--- config.mk ---
export PLATFORM = sky130hd
export DESIGN_NAME = pipelined_control_flat
export DESIGN_NICKNAME = d
export VERILOG_FILES = /design/src/rtl/pipelined_control_if.sv /design/src/rtl/pipelined_control.sv /design/src/flat_wrapper.sv
export SDC_FILE = /design/constraint.sdc
export NUM_CORES = 1
export LEC_CHECK = 0
export BUFFER_PORTS_ARGS = -buffer_cell sky130_fd_sc_hd__clkbuf_2
export CORE_ASPECT_RATIO = 0.8
export CORE_UTILIZATION = 46
export CTS_CLUSTER_SIZE = 20
export DETAILED_ROUTE_END_ITERATION = 10
export PLACE_DENSITY = 0.89
export SYNTH_ARGS = -nofsm -noshare
export SYNTH_HDL_FRONTEND = slang
export SYNTH_SLANG_ARGS = --single-unit
--- constraint.sdc ---
create_clock -name clk -period 2.4 [get_ports clk]
set_input_delay 0 -clock clk [delete_from_list [all_inputs] [get_ports clk]]
set_output_delay 0 -clock clk [all_outputs]
set_load 0.005 [all_outputs]
--- src/rtl/pipelined_control_if.sv ---
// Interface between the ID stage and the pipeline control unit, plus the
// per-stage control bundle it returns to the datapath.
interface pipelined_control_if #(
   parameter int INSN_W  = 32,
   parameter int RADDR_W = 5
);
   // id_valid qualifies id_instr; while id_stall is high the front end must
   // hold PC and IF/ID so the same instruction is presented again next cycle.
   logic               id_valid;
   logic [INSN_W-1:0]  id_instr;
   logic               ex_redirect;
   logic               id_stall;
   logic               illegal_op;

   logic               ex_valid;
   logic               ex_alu_src;
   logic               ex_branch;
   logic               ex_jump;
   logic               ex_jumpr;
   logic [1:0]         ex_alu_op;
   logic               ex_mem_read;
   logic               ex_mem_write;
   logic               ex_mem_to_reg;
   logic               ex_reg_write;
   logic [RADDR_W-1:0] ex_rd;

   logic               mem_valid;
   logic               mem_mem_read;
   logic               mem_mem_write;
   logic               mem_mem_to_reg;
   logic               mem_reg_write;
   logic [RADDR_W-1:0] mem_rd;

   logic               wb_valid;
   logic               wb_mem_to_reg;
   logic               wb_reg_write;
   logic [RADDR_W-1:0] wb_rd;

   modport master (
      output id_valid, id_instr, ex_redirect,
      input  id_stall, illegal_op,
      input  ex_valid, ex_alu_src, ex_branch, ex_jump, ex_jumpr, ex_alu_op,
      input  ex_mem_read, ex_mem_write, ex_mem_to_reg, ex_reg_write, ex_rd,
      input  mem_valid, mem_mem_read, mem_mem_write, mem_mem_to_reg,
      input  mem_reg_write, mem_rd,
      input  wb_valid, wb_mem_to_reg, wb_reg_write, wb_rd
   );

   modport slave (
      input  id_valid, id_instr, ex_redirect,
      output id_stall, illegal_op,
      output ex_valid, ex_alu_src, ex_branch, ex_jump, ex_jumpr, ex_alu_op,
      output ex_mem_read, ex_mem_write, ex_mem_to_reg, ex_reg_write, ex_rd,
      output mem_valid, mem_mem_read, mem_mem_write, mem_mem_to_reg,
      output mem_reg_write, mem_rd,
      output wb_valid, wb_mem_to_reg, wb_reg_write, wb_rd
   );
endinterface

--- src/rtl/pipelined_control.sv ---
// RISC-V 5-stage control unit: decodes ID, carries the control bundle through
// ID/EX, EX/MEM and MEM/WB, and inserts bubbles for load-use and redirects.
module pipelined_control #(
   parameter int INSN_W         = 32,
   parameter int RADDR_W        = 5,
   parameter bit HAZARD_EN      = 1'b1,
   parameter bit ILLEGAL_BUBBLE = 1'b1
) (
   input logic                clk,
   input logic                rst,
   pipelined_control_if.slave bus
);

   localparam logic [6:0] OP_R      = 7'b0110011;
   localparam logic [6:0] OP_I_ALU  = 7'b0010011;
   localparam logic [6:0] OP_LOAD   = 7'b0000011;
   localparam logic [6:0] OP_STORE  = 7'b0100011;
   localparam logic [6:0] OP_BRANCH = 7'b1100011;
   localparam logic [6:0] OP_JAL    = 7'b1101111;
   localparam logic [6:0] OP_JALR   = 7'b1100111;
   localparam logic [6:0] OP_LUI    = 7'b0110111;
   localparam logic [6:0] OP_AUIPC  = 7'b0010111;

   typedef struct packed {
      logic               valid;
      logic               alu_src;
      logic               branch;
      logic               jump;
      logic               jumpr;
      logic [1:0]         alu_op;
      logic               mem_read;
      logic               mem_write;
      logic               mem_to_reg;
      logic               reg_write;
      logic [RADDR_W-1:0] rd;
   } ex_ctrl_t;

   typedef struct packed {
      logic               valid;
      logic               mem_read;
      logic               mem_write;
      logic               mem_to_reg;
      logic               reg_write;
      logic [RADDR_W-1:0] rd;
   } mem_ctrl_t;

   typedef struct packed {
      logic               valid;
      logic               mem_to_reg;
      logic               reg_write;
      logic [RADDR_W-1:0] rd;
   } wb_ctrl_t;

   logic [6:0]         opcode;
   logic [RADDR_W-1:0] rd_f;
   logic [RADDR_W-1:0] rs1_f;
   logic [RADDR_W-1:0] rs2_f;
   logic               unused_instr_bits;

   assign opcode            = bus.id_instr[6:0];
   assign rd_f              = bus.id_instr[11:7];
   assign rs1_f             = bus.id_instr[19:15];
   assign rs2_f             = bus.id_instr[24:20];
   assign unused_instr_bits = ^{bus.id_instr[INSN_W-1:25], bus.id_instr[14:12]};

   ex_ctrl_t  dec;
   logic      known_op;
   logic      use_rs1;
   logic      use_rs2;

   always_comb begin
      dec      = '0;
      known_op = 1'b1;
      use_rs1  = 1'b0;
      use_rs2  = 1'b0;
      case (opcode)
         OP_R: begin
            dec.reg_write = 1'b1;
            dec.alu_op    = 2'b10;
            use_rs1       = 1'b1;
            use_rs2       = 1'b1;
         end
         OP_I_ALU: begin
            dec.alu_src   = 1'b1;
            dec.reg_write = 1'b1;
            dec.alu_op    = 2'b11;
            use_rs1       = 1'b1;
         end
         OP_LOAD: begin
            dec.alu_src    = 1'b1;
            dec.mem_to_reg = 1'b1;
            dec.reg_write  = 1'b1;
            dec.mem_read   = 1'b1;
            use_rs1        = 1'b1;
         end
         OP_STORE: begin
            dec.alu_src   = 1'b1;
            dec.mem_write = 1'b1;
            use_rs1       = 1'b1;
            use_rs2       = 1'b1;
         end
         OP_BRANCH: begin
            dec.branch = 1'b1;
            dec.alu_op = 2'b01;
            use_rs1    = 1'b1;
            use_rs2    = 1'b1;
         end
         OP_JAL: begin
            dec.reg_write = 1'b1;
            dec.jump      = 1'b1;
         end
         OP_JALR: begin
            dec.alu_src   = 1'b1;
            dec.reg_write = 1'b1;
            dec.jumpr     = 1'b1;
            use_rs1       = 1'b1;
         end
         OP_LUI, OP_AUIPC: begin
            dec.alu_src   = 1'b1;
            dec.reg_write = 1'b1;
         end
         default: known_op = 1'b0;
      endcase
      // x0 is hard-wired: never write it, but keep rd for forwarding compares.
      if (rd_f == '0) dec.reg_write = 1'b0;
      dec.rd    = rd_f;
      dec.valid = 1'b1;
   end

   ex_ctrl_t  ex_q,  ex_d;
   mem_ctrl_t mem_q, mem_d;
   wb_ctrl_t  wb_q,  wb_d;
   logic      illegal_op_q, illegal_op_d;
   logic      load_use;
   logic      stall;

   // A load in EX cannot forward to the ID instruction until it reaches MEM.
   assign load_use = bus.id_valid & ex_q.valid & ex_q.mem_read & (ex_q.rd != '0) &
                     ((use_rs1 & (rs1_f == ex_q.rd)) | (use_rs2 & (rs2_f == ex_q.rd)));

   assign stall = HAZARD_EN & load_use & ~bus.ex_redirect & ~rst;

   always_comb begin
      ex_d         = '0;
      illegal_op_d = 1'b0;
      if (!rst && bus.id_valid && !bus.ex_redirect && !stall) begin
         if (known_op) begin
            ex_d = dec;
         end else begin
            illegal_op_d = 1'b1;
            ex_d.valid   = ~ILLEGAL_BUBBLE;
         end
      end
   end

   always_comb begin
      mem_d            = '0;
      mem_d.valid      = ex_q.valid;
      mem_d.mem_read   = ex_q.mem_read;
      mem_d.mem_write  = ex_q.mem_write;
      mem_d.mem_to_reg = ex_q.mem_to_reg;
      mem_d.reg_write  = ex_q.reg_write;
      mem_d.rd         = ex_q.rd;
   end

   always_comb begin
      wb_d            = '0;
      wb_d.valid      = mem_q.valid;
      wb_d.mem_to_reg = mem_q.mem_to_reg;
      wb_d.reg_write  = mem_q.reg_write;
      wb_d.rd         = mem_q.rd;
   end

   always_ff @(posedge clk) begin
      if (rst) begin
         ex_q         <= '0;
         mem_q        <= '0;
         wb_q         <= '0;
         illegal_op_q <= 1'b0;
      end else begin
         ex_q         <= ex_d;
         mem_q        <= mem_d;
         wb_q         <= wb_d;
         illegal_op_q <= illegal_op_d;
      end
   end

   assign bus.id_stall       = stall;
   assign bus.illegal_op     = illegal_op_q;

   assign bus.ex_valid       = ex_q.valid;
   assign bus.ex_alu_src     = ex_q.alu_src;
   assign bus.ex_branch      = ex_q.branch;
   assign bus.ex_jump        = ex_q.jump;
   assign bus.ex_jumpr       = ex_q.jumpr;
   assign bus.ex_alu_op      = ex_q.alu_op;
   assign bus.ex_mem_read    = ex_q.mem_read;
   assign bus.ex_mem_write   = ex_q.mem_write;
   assign bus.ex_mem_to_reg  = ex_q.mem_to_reg;
   assign bus.ex_reg_write   = ex_q.reg_write;
   assign bus.ex_rd          = ex_q.rd;

   assign bus.mem_valid      = mem_q.valid;
   assign bus.mem_mem_read   = mem_q.mem_read;
   assign bus.mem_mem_write  = mem_q.mem_write;
   assign bus.mem_mem_to_reg = mem_q.mem_to_reg;
   assign bus.mem_reg_write  = mem_q.reg_write;
   assign bus.mem_rd         = mem_q.rd;

   assign bus.wb_valid       = wb_q.valid;
   assign bus.wb_mem_to_reg  = wb_q.mem_to_reg;
   assign bus.wb_reg_write   = wb_q.reg_write;
   assign bus.wb_rd          = wb_q.rd;

endmodule

--- src/flat_wrapper.sv ---
// flat-port wrapper written by rule: the top's interface ports become plain ports
module pipelined_control_flat 
#(
   parameter int INSN_W         = 32,
   parameter int RADDR_W        = 5,
   parameter bit HAZARD_EN      = 1'b1,
   parameter bit ILLEGAL_BUBBLE = 1'b1
)
  (clk, rst, bus_id_valid, bus_id_instr, bus_ex_redirect, bus_id_stall, bus_illegal_op, bus_ex_valid, bus_ex_alu_src, bus_ex_branch, bus_ex_jump, bus_ex_jumpr, bus_ex_alu_op, bus_ex_mem_read, bus_ex_mem_write, bus_ex_mem_to_reg, bus_ex_reg_write, bus_ex_rd, bus_mem_valid, bus_mem_mem_read, bus_mem_mem_write, bus_mem_mem_to_reg, bus_mem_reg_write, bus_mem_rd, bus_wb_valid, bus_wb_mem_to_reg, bus_wb_reg_write, bus_wb_rd);
  pipelined_control_if #(.INSN_W(INSN_W), .RADDR_W(RADDR_W)) bus_i ();
  input logic clk;
  input logic rst;
  input wire logic [$bits(bus_i.id_valid)-1:0] bus_id_valid;
  input wire logic [$bits(bus_i.id_instr)-1:0] bus_id_instr;
  input wire logic [$bits(bus_i.ex_redirect)-1:0] bus_ex_redirect;
  output wire logic [$bits(bus_i.id_stall)-1:0] bus_id_stall;
  output wire logic [$bits(bus_i.illegal_op)-1:0] bus_illegal_op;
  output wire logic [$bits(bus_i.ex_valid)-1:0] bus_ex_valid;
  output wire logic [$bits(bus_i.ex_alu_src)-1:0] bus_ex_alu_src;
  output wire logic [$bits(bus_i.ex_branch)-1:0] bus_ex_branch;
  output wire logic [$bits(bus_i.ex_jump)-1:0] bus_ex_jump;
  output wire logic [$bits(bus_i.ex_jumpr)-1:0] bus_ex_jumpr;
  output wire logic [$bits(bus_i.ex_alu_op)-1:0] bus_ex_alu_op;
  output wire logic [$bits(bus_i.ex_mem_read)-1:0] bus_ex_mem_read;
  output wire logic [$bits(bus_i.ex_mem_write)-1:0] bus_ex_mem_write;
  output wire logic [$bits(bus_i.ex_mem_to_reg)-1:0] bus_ex_mem_to_reg;
  output wire logic [$bits(bus_i.ex_reg_write)-1:0] bus_ex_reg_write;
  output wire logic [$bits(bus_i.ex_rd)-1:0] bus_ex_rd;
  output wire logic [$bits(bus_i.mem_valid)-1:0] bus_mem_valid;
  output wire logic [$bits(bus_i.mem_mem_read)-1:0] bus_mem_mem_read;
  output wire logic [$bits(bus_i.mem_mem_write)-1:0] bus_mem_mem_write;
  output wire logic [$bits(bus_i.mem_mem_to_reg)-1:0] bus_mem_mem_to_reg;
  output wire logic [$bits(bus_i.mem_reg_write)-1:0] bus_mem_reg_write;
  output wire logic [$bits(bus_i.mem_rd)-1:0] bus_mem_rd;
  output wire logic [$bits(bus_i.wb_valid)-1:0] bus_wb_valid;
  output wire logic [$bits(bus_i.wb_mem_to_reg)-1:0] bus_wb_mem_to_reg;
  output wire logic [$bits(bus_i.wb_reg_write)-1:0] bus_wb_reg_write;
  output wire logic [$bits(bus_i.wb_rd)-1:0] bus_wb_rd;
  assign bus_i.id_valid = bus_id_valid;
  assign bus_i.id_instr = bus_id_instr;
  assign bus_i.ex_redirect = bus_ex_redirect;
  assign bus_id_stall = bus_i.id_stall;
  assign bus_illegal_op = bus_i.illegal_op;
  assign bus_ex_valid = bus_i.ex_valid;
  assign bus_ex_alu_src = bus_i.ex_alu_src;
  assign bus_ex_branch = bus_i.ex_branch;
  assign bus_ex_jump = bus_i.ex_jump;
  assign bus_ex_jumpr = bus_i.ex_jumpr;
  assign bus_ex_alu_op = bus_i.ex_alu_op;
  assign bus_ex_mem_read = bus_i.ex_mem_read;
  assign bus_ex_mem_write = bus_i.ex_mem_write;
  assign bus_ex_mem_to_reg = bus_i.ex_mem_to_reg;
  assign bus_ex_reg_write = bus_i.ex_reg_write;
  assign bus_ex_rd = bus_i.ex_rd;
  assign bus_mem_valid = bus_i.mem_valid;
  assign bus_mem_mem_read = bus_i.mem_mem_read;
  assign bus_mem_mem_write = bus_i.mem_mem_write;
  assign bus_mem_mem_to_reg = bus_i.mem_mem_to_reg;
  assign bus_mem_reg_write = bus_i.mem_reg_write;
  assign bus_mem_rd = bus_i.mem_rd;
  assign bus_wb_valid = bus_i.wb_valid;
  assign bus_wb_mem_to_reg = bus_i.wb_mem_to_reg;
  assign bus_wb_reg_write = bus_i.wb_reg_write;
  assign bus_wb_rd = bus_i.wb_rd;
  pipelined_control #(.INSN_W(INSN_W), .RADDR_W(RADDR_W), .HAZARD_EN(HAZARD_EN), .ILLEGAL_BUBBLE(ILLEGAL_BUBBLE)) u_core (.clk(clk), .rst(rst), .bus(bus_i));
endmodule
==> flow_summary.toml, run 1 <==
[worst_setup_path]
worst-path-buf-inv = 2
cp-startpoint = "u_core.bus.ex_rd[1]$_SDFF_PP0_"
critPathMaxFanout = 15
worstSetupStartpointType = "flip-flop"
r2r_slack_ns = 0.57
cp.required_ns = 2.40
worstPathArrival_ns = 1.90
reg2reg_from = "u_core.bus.ex_rd[0]$_SDFF_PP0_"
critical_path.slowest_cell = "dfxtp_1"
endpoint_kind = "primary output"
cpPeakStageDelay_ns = 0.48
critPathKind = "flip-flop to primary output"
critPathTopFamily = "flip-flops"
path_cells = "xor2_1, nor4_1, nand4_1, a21oi_2, buf_4, clkbuf_2"

[sta]
worst_pin_slew_ns = 0.338
relSlewSlack_pct = 77.5
finalMaxSlewViolations = 0
clock_skew_ns = 0.00695
hold_ws_ns = 0.0367
final.min_clock_period_ns = 1.90
finalCritPeriodShare_pct = 79.3
fin_tns_setup_ns = 0
fmax_mhz = 525
finalHoldViolCount = 0
setup_violations = 0
grt_setup_unrepaired = "no"

[cells_and_area]
fin_nets = 226
mostFrequentLayoutCells = "clkbuf_2, dfxtp_1, nor2b_1, dlygate4sd3_1, xor2_1"
drive_above_1_share_pct = 39.8
layout_commonest_cell = "clkbuf_2"
area_delta_synth_final_pct = 37.4
antenna-diode-count = 0

[worst_hold_path]
hp-start = "bus_id_instr[6]"
hp-class = "input port to flip-flop"

[global_routing]
grt_pass1_wl_um = 4640
grt_pass1_vias = 1106
antenna_found_initial = 0
track_usage_pct = 21.5
overflow = 0
grt_max_degree = 20

[synthesis]
synth_area_leaders = "dfxtp_1, nor2b_1, xor2_1"
synth_top_area_share_pct = 51.7
synth_top_area_cell = "dfxtp_1"
yosysWarnings = 0
syn_area_um2 = 1280
seq_area_frac_synth_pct = 51.7
syn_avg_cell_area_um2 = 10.9
syn_nets = 153
synth_cells = 117
ys_types = 33
ys_ff_latch = 33

[clock_network]
cts_setup_buffers = 0
ctsLongestPathBuffers = 2
clk-insertion-delay-late_ns = 0.33
clk_pin_slew_ns = 0.10
clkSinkCount = 33
root_buffer = "clkbuf_4"
cts_tree = "done"
numCtsBuffers = 5
cts_max_level = 2

[run]
maxCapViolations = 0

[routing]
drc = 0
drtAntennaViolNets = 0
drt-total-wl_um = 2760
dr.first_iter.drc_count = 49
wl_per_cell_um = 12.2
num_vias = 1125
viasPerCell = 4.96
dr.pass1.iters = 4

[die]
fp.dieW_um = 60.9
initial_core_util_pct = 50.2
num_io_pins = 72
core_um2 = 2540
die_h_um = 49.1
die_area_um2 = 2990
num_rows = 16

[power]
finalPower_uw = 930
power_density_nw_per_um2 = 530
ir_worst_vdd_v = 0.000295
p_leak_nw = 0.795

[placed_design]
gp_congestion = 0.806
portBuffers = 61
place_hpwl_um = 2010

[status]
status = "completed"
## metrics by stage
step | std cells | instance area, µm² | setup slack (ns) | util, %
floorplan | 117 | 1280 | 0.778 | -
global placement | 208 | 1590 | 0.658 | 62.7
detailed placement | 208 | 1590 | 0.587 | 62.7
CTS | 227 | 1760 | 0.456 | 69.0
global route | 227 | 1760 | 0.306 | 69.0
finish | 227 | 1760 | 0.496 | 69.0
## cell usage after synthesis
cell / n
a2111oi_2: 1
a211oi_1: 1
a21o_1: 1
a21oi_1: 1
a21oi_2: 1
a221o_1: 1
buf_2: 2
buf_4: 2
buf_6: 1
clkbuf_1: 2
clkbuf_2: 1
dfxtp_1: 33
inv_1: 1
nand2_1: 3
nand2b_1: 1
nand3_1: 1
nand3b_1: 2
nand4_1: 3
nor2_1: 3
nor2b_1: 19
nor3_1: 8
nor4_1: 2
nor4b_1: 4
nor4b_4: 3
o2111ai_1: 1
o2111ai_2: 1
o21ai_0: 1
o21bai_1: 1
o31ai_1: 1
or3_1: 3
or4_1: 2
xnor2_1: 1
xor2_1: 9
## area by class of cell
| cell class | instances | area [µm²] |
|---|---|---|
| Fill cell | 205 | 787 |
| Sequential cell | 33 | 661 |
| Multi-Input combinational cell | 75 | 564 |
| Timing Repair Buffer | 74 | 430 |
| Tap cell | 36 | 45.0 |
| Clock buffer | 6 | 41.3 |
| Clock inverter | 2 | 10.0 |
| Inverter | 1 | 3.75 |
## layer usage
metal	vias to the layer above	share of wire, %	GRT usage, %	routed length [µm]
li1	556	-	-	-
met1	506	42	23.2	1170
met2	61	49	36.1	1340
met3	2	9.0	7.16	248
met4	0	0.11	12.1	3
met5	-	0	0	0
## power breakdown
part           leakage, nW  internal (mW)  switching (mW)
Sequential           0.266          0.549         0.00108
Combinational        0.497         0.0430          0.0408
Clock               0.0320          0.111           0.185
Total                0.795          0.704           0.227
## what timing repair did
action,4_1_cts,5_1_grt
gates resized for setup,0,0
hold endpoints to repair,11,0
hold buffers,11,0
## kinds of logic after synthesis
family                 after synthesis  synth area share [%]
flip-flops                          33                  51.7
buffers and inverters                9                  4.11
XOR/XNOR                            10                  6.86
AO/OA/AOI/OAI                       11                  7.64
AND/OR/NAND/NOR                     54                  29.7
## final timing paths
check	end	depth (start not counted)
max	bus_id_stall	6
min	u_core.bus.ex_alu_op[1]$_SDFF_PP0_	3
max reg2reg	u_core.bus.ex_rd[0]$_SDFF_PP0_	5
min reg2reg	u_core.bus.wb_reg_write$_SDFF_PP0_	1
## worst reg2reg max path: stages, from the launching register on
cell and delay [ns]:
dfxtp_1 0.37, or4_1 0.55, o2111ai_2 0.19, a21oi_2 0.05
buf_4 0.20, nor4b_1 0.36
(Power assumes the default switching activity.)
==> run 2: changes to the inputs <==
Settings changed: CORE_UTILIZATION 46 to 39, PLACE_DENSITY 0.89 to 0.81.
Clock period 2.4 ns to 1.6 ns, I/O delays scaled along.
==> run 2 against run 1 <==
Wire length rose by 8.5%. Via count rose by 3.5%. Critical path depth did not move. Largest cell class unchanged. Sequential power rose by 50%. Clock skew fell by 0.0032 ns. The run now ends with negative setup slack left. Core utilization fell by 6.7 points. Hold slack got worse by 0.015 ns.
==> flow_summary.toml, run 2 (same netlist as run 1, synthesis figures left out) <==
[status]
status = "complete, but fails checks"
violations = "negative setup slack"

[sta]
finalHoldViolCount = 0
finalCritPeriodShare_pct = 106
final.min_clock_period_ns = 1.70
fmax_mhz = 589
fin_tns_setup_ns = -0.727
setup_ws_ns = -0.0984
clock_skew_ns = 0.00371
grt_setup_unrepaired = "yes"
hold_ws_ns = 0.0221
relSlewSlack_pct = 68.9
finalMaxSlewViolations = 0
setup_violations = 13
worst_pin_slew_ns = 0.466

[worst_setup_path]
critPathKind = "flip-flop to flip-flop"
path_cells = "or4_4, o2111ai_2, a21oi_2, buf_6, buf_6, nor4b_4"
worst-path-buf-inv = 2
critical_path.slowest_cell = "or4_4"
endpoint_kind = "flip-flop"
cp.required_ns = 1.80
cpPeakStageDelay_ns = 0.53
worstPathArrival_ns = 1.90
critPathTopFamily = "simple AND/OR/NAND/NOR gates"
worstSetupStartpointType = "flip-flop"
cpMostUsedCell = "buf_6"
critPathMaxFanout = 5

[cells_and_area]
layout_commonest_cell = "clkbuf_2"
area_delta_synth_final_pct = 51.7
fin_nets = 234
drive_above_1_share_pct = 48.0
antenna-diode-count = 0
mostFrequentLayoutCells = "clkbuf_2, dfxtp_1, nor2b_1, dlygate4sd3_1"

[die]
initial_core_util_pct = 41.1
core_um2 = 3110
num_io_pins = 72
die_area_um2 = 3510
die_h_um = 53.2
fp.dieW_um = 66.0
num_rows = 18

[routing]
drt-total-wl_um = 2990
dr.first_iter.drc_count = 58
num_vias = 1164
drc = 0
viasPerCell = 4.89
wl_per_cell_um = 12.6
drtAntennaViolNets = 0
dr.pass1.iters = 4

[power]
power_density_nw_per_um2 = 811
p_leak_nw = 0.861
ir_worst_vdd_v = 0.000313

[clock_network]
cts_max_level = 2
clkSinkCount = 33
numCtsBuffers = 5
ctsLongestPathBuffers = 2
root_buffer = "clkbuf_8"
cts_tree = "done"
clk-insertion-delay-late_ns = 0.28
clk_pin_slew_ns = 0.06

[global_routing]
grt_max_degree = 17
grt_pass1_vias = 979
antenna_found_initial = 0
grt_pass1_wl_um = 4460
track_usage_pct = 17.9
overflow = 0

[worst_hold_path]
hp-class = "input port to flip-flop"

[placed_design]
portBuffers = 61
place_hpwl_um = 2070
gp_congestion = 0.791
dp_slack_ns = -0.0816

[run]
maxCapViolations = 0
[run 2: through the flow]
step                std cells  util, %  area (µm²)  total power, mW
detailed placement        218     52.9        1650            0.952
global route              238     62.4        1940             1.64
CTS                       238     61.2        1900             1.58
floorplan                 117        -        1280            0.899
finish                    238     62.4        1940             1.57
global placement          218     52.9        1650            0.952
[run 2: path summary, 6_finish.rpt]
path                                            from                                  end  slack (ns)  cells past startpoint
hold reg to reg   u_core.bus.ex_reg_write$_SDFF_PP0_  u_core.bus.mem_reg_write$_SDFF_PP0_        0.47                      1
setup / recovery      u_core.bus.ex_rd[0]$_SDFF_PP0_  u_core.bus.ex_mem_to_reg$_SDFF_PP0_        -0.1                      6
hold / removal                       bus_id_instr[5]  u_core.bus.ex_mem_to_reg$_SDFF_PP0_        0.02                      2
setup reg to reg      u_core.bus.ex_rd[0]$_SDFF_PP0_  u_core.bus.ex_mem_to_reg$_SDFF_PP0_        -0.1                      6
[run 2: area by class of cell]
type	instances	area (µm²)
multi-input combinational	75	623
inverter	1	3.75
timing repair buffer	82	504
tap	40	50.0
sequential	33	671
clock buffer	7	86.3
fill	261	1170
[run 2: what timing repair did]
item	4_1_cts	5_1_grt
pin swaps	5	8
gates cloned	0	0
setup endpoints to repair	11	15
hold buffers	11	0
resized for setup	11	6
buffers inserted	2	0
endpoints found under the hold margin	9	0
[run 2: metal layers]
layer / wire [µm] / up-vias / global-route usage (%)
met5: 0 / - / 0
met3: 220 / 10 / 6.68
li1: - / 569 / -
met1: 1270 / 532 / 21.3
met4: 95 / 0 / 12.8
met2: 1410 / 53 / 26.7
[run 2: where the power goes]
group | internal (mW) | leakage (nW) | switching, mW | total, mW
Sequential | 0.821 | 0.269 | 0.00149 | 0.823
Combinational | 0.0706 | 0.548 | 0.0694 | 0.140
Clock | 0.340 | 0.0443 | 0.269 | 0.609
Total | 1.23 | 0.861 | 0.340 | 1.57
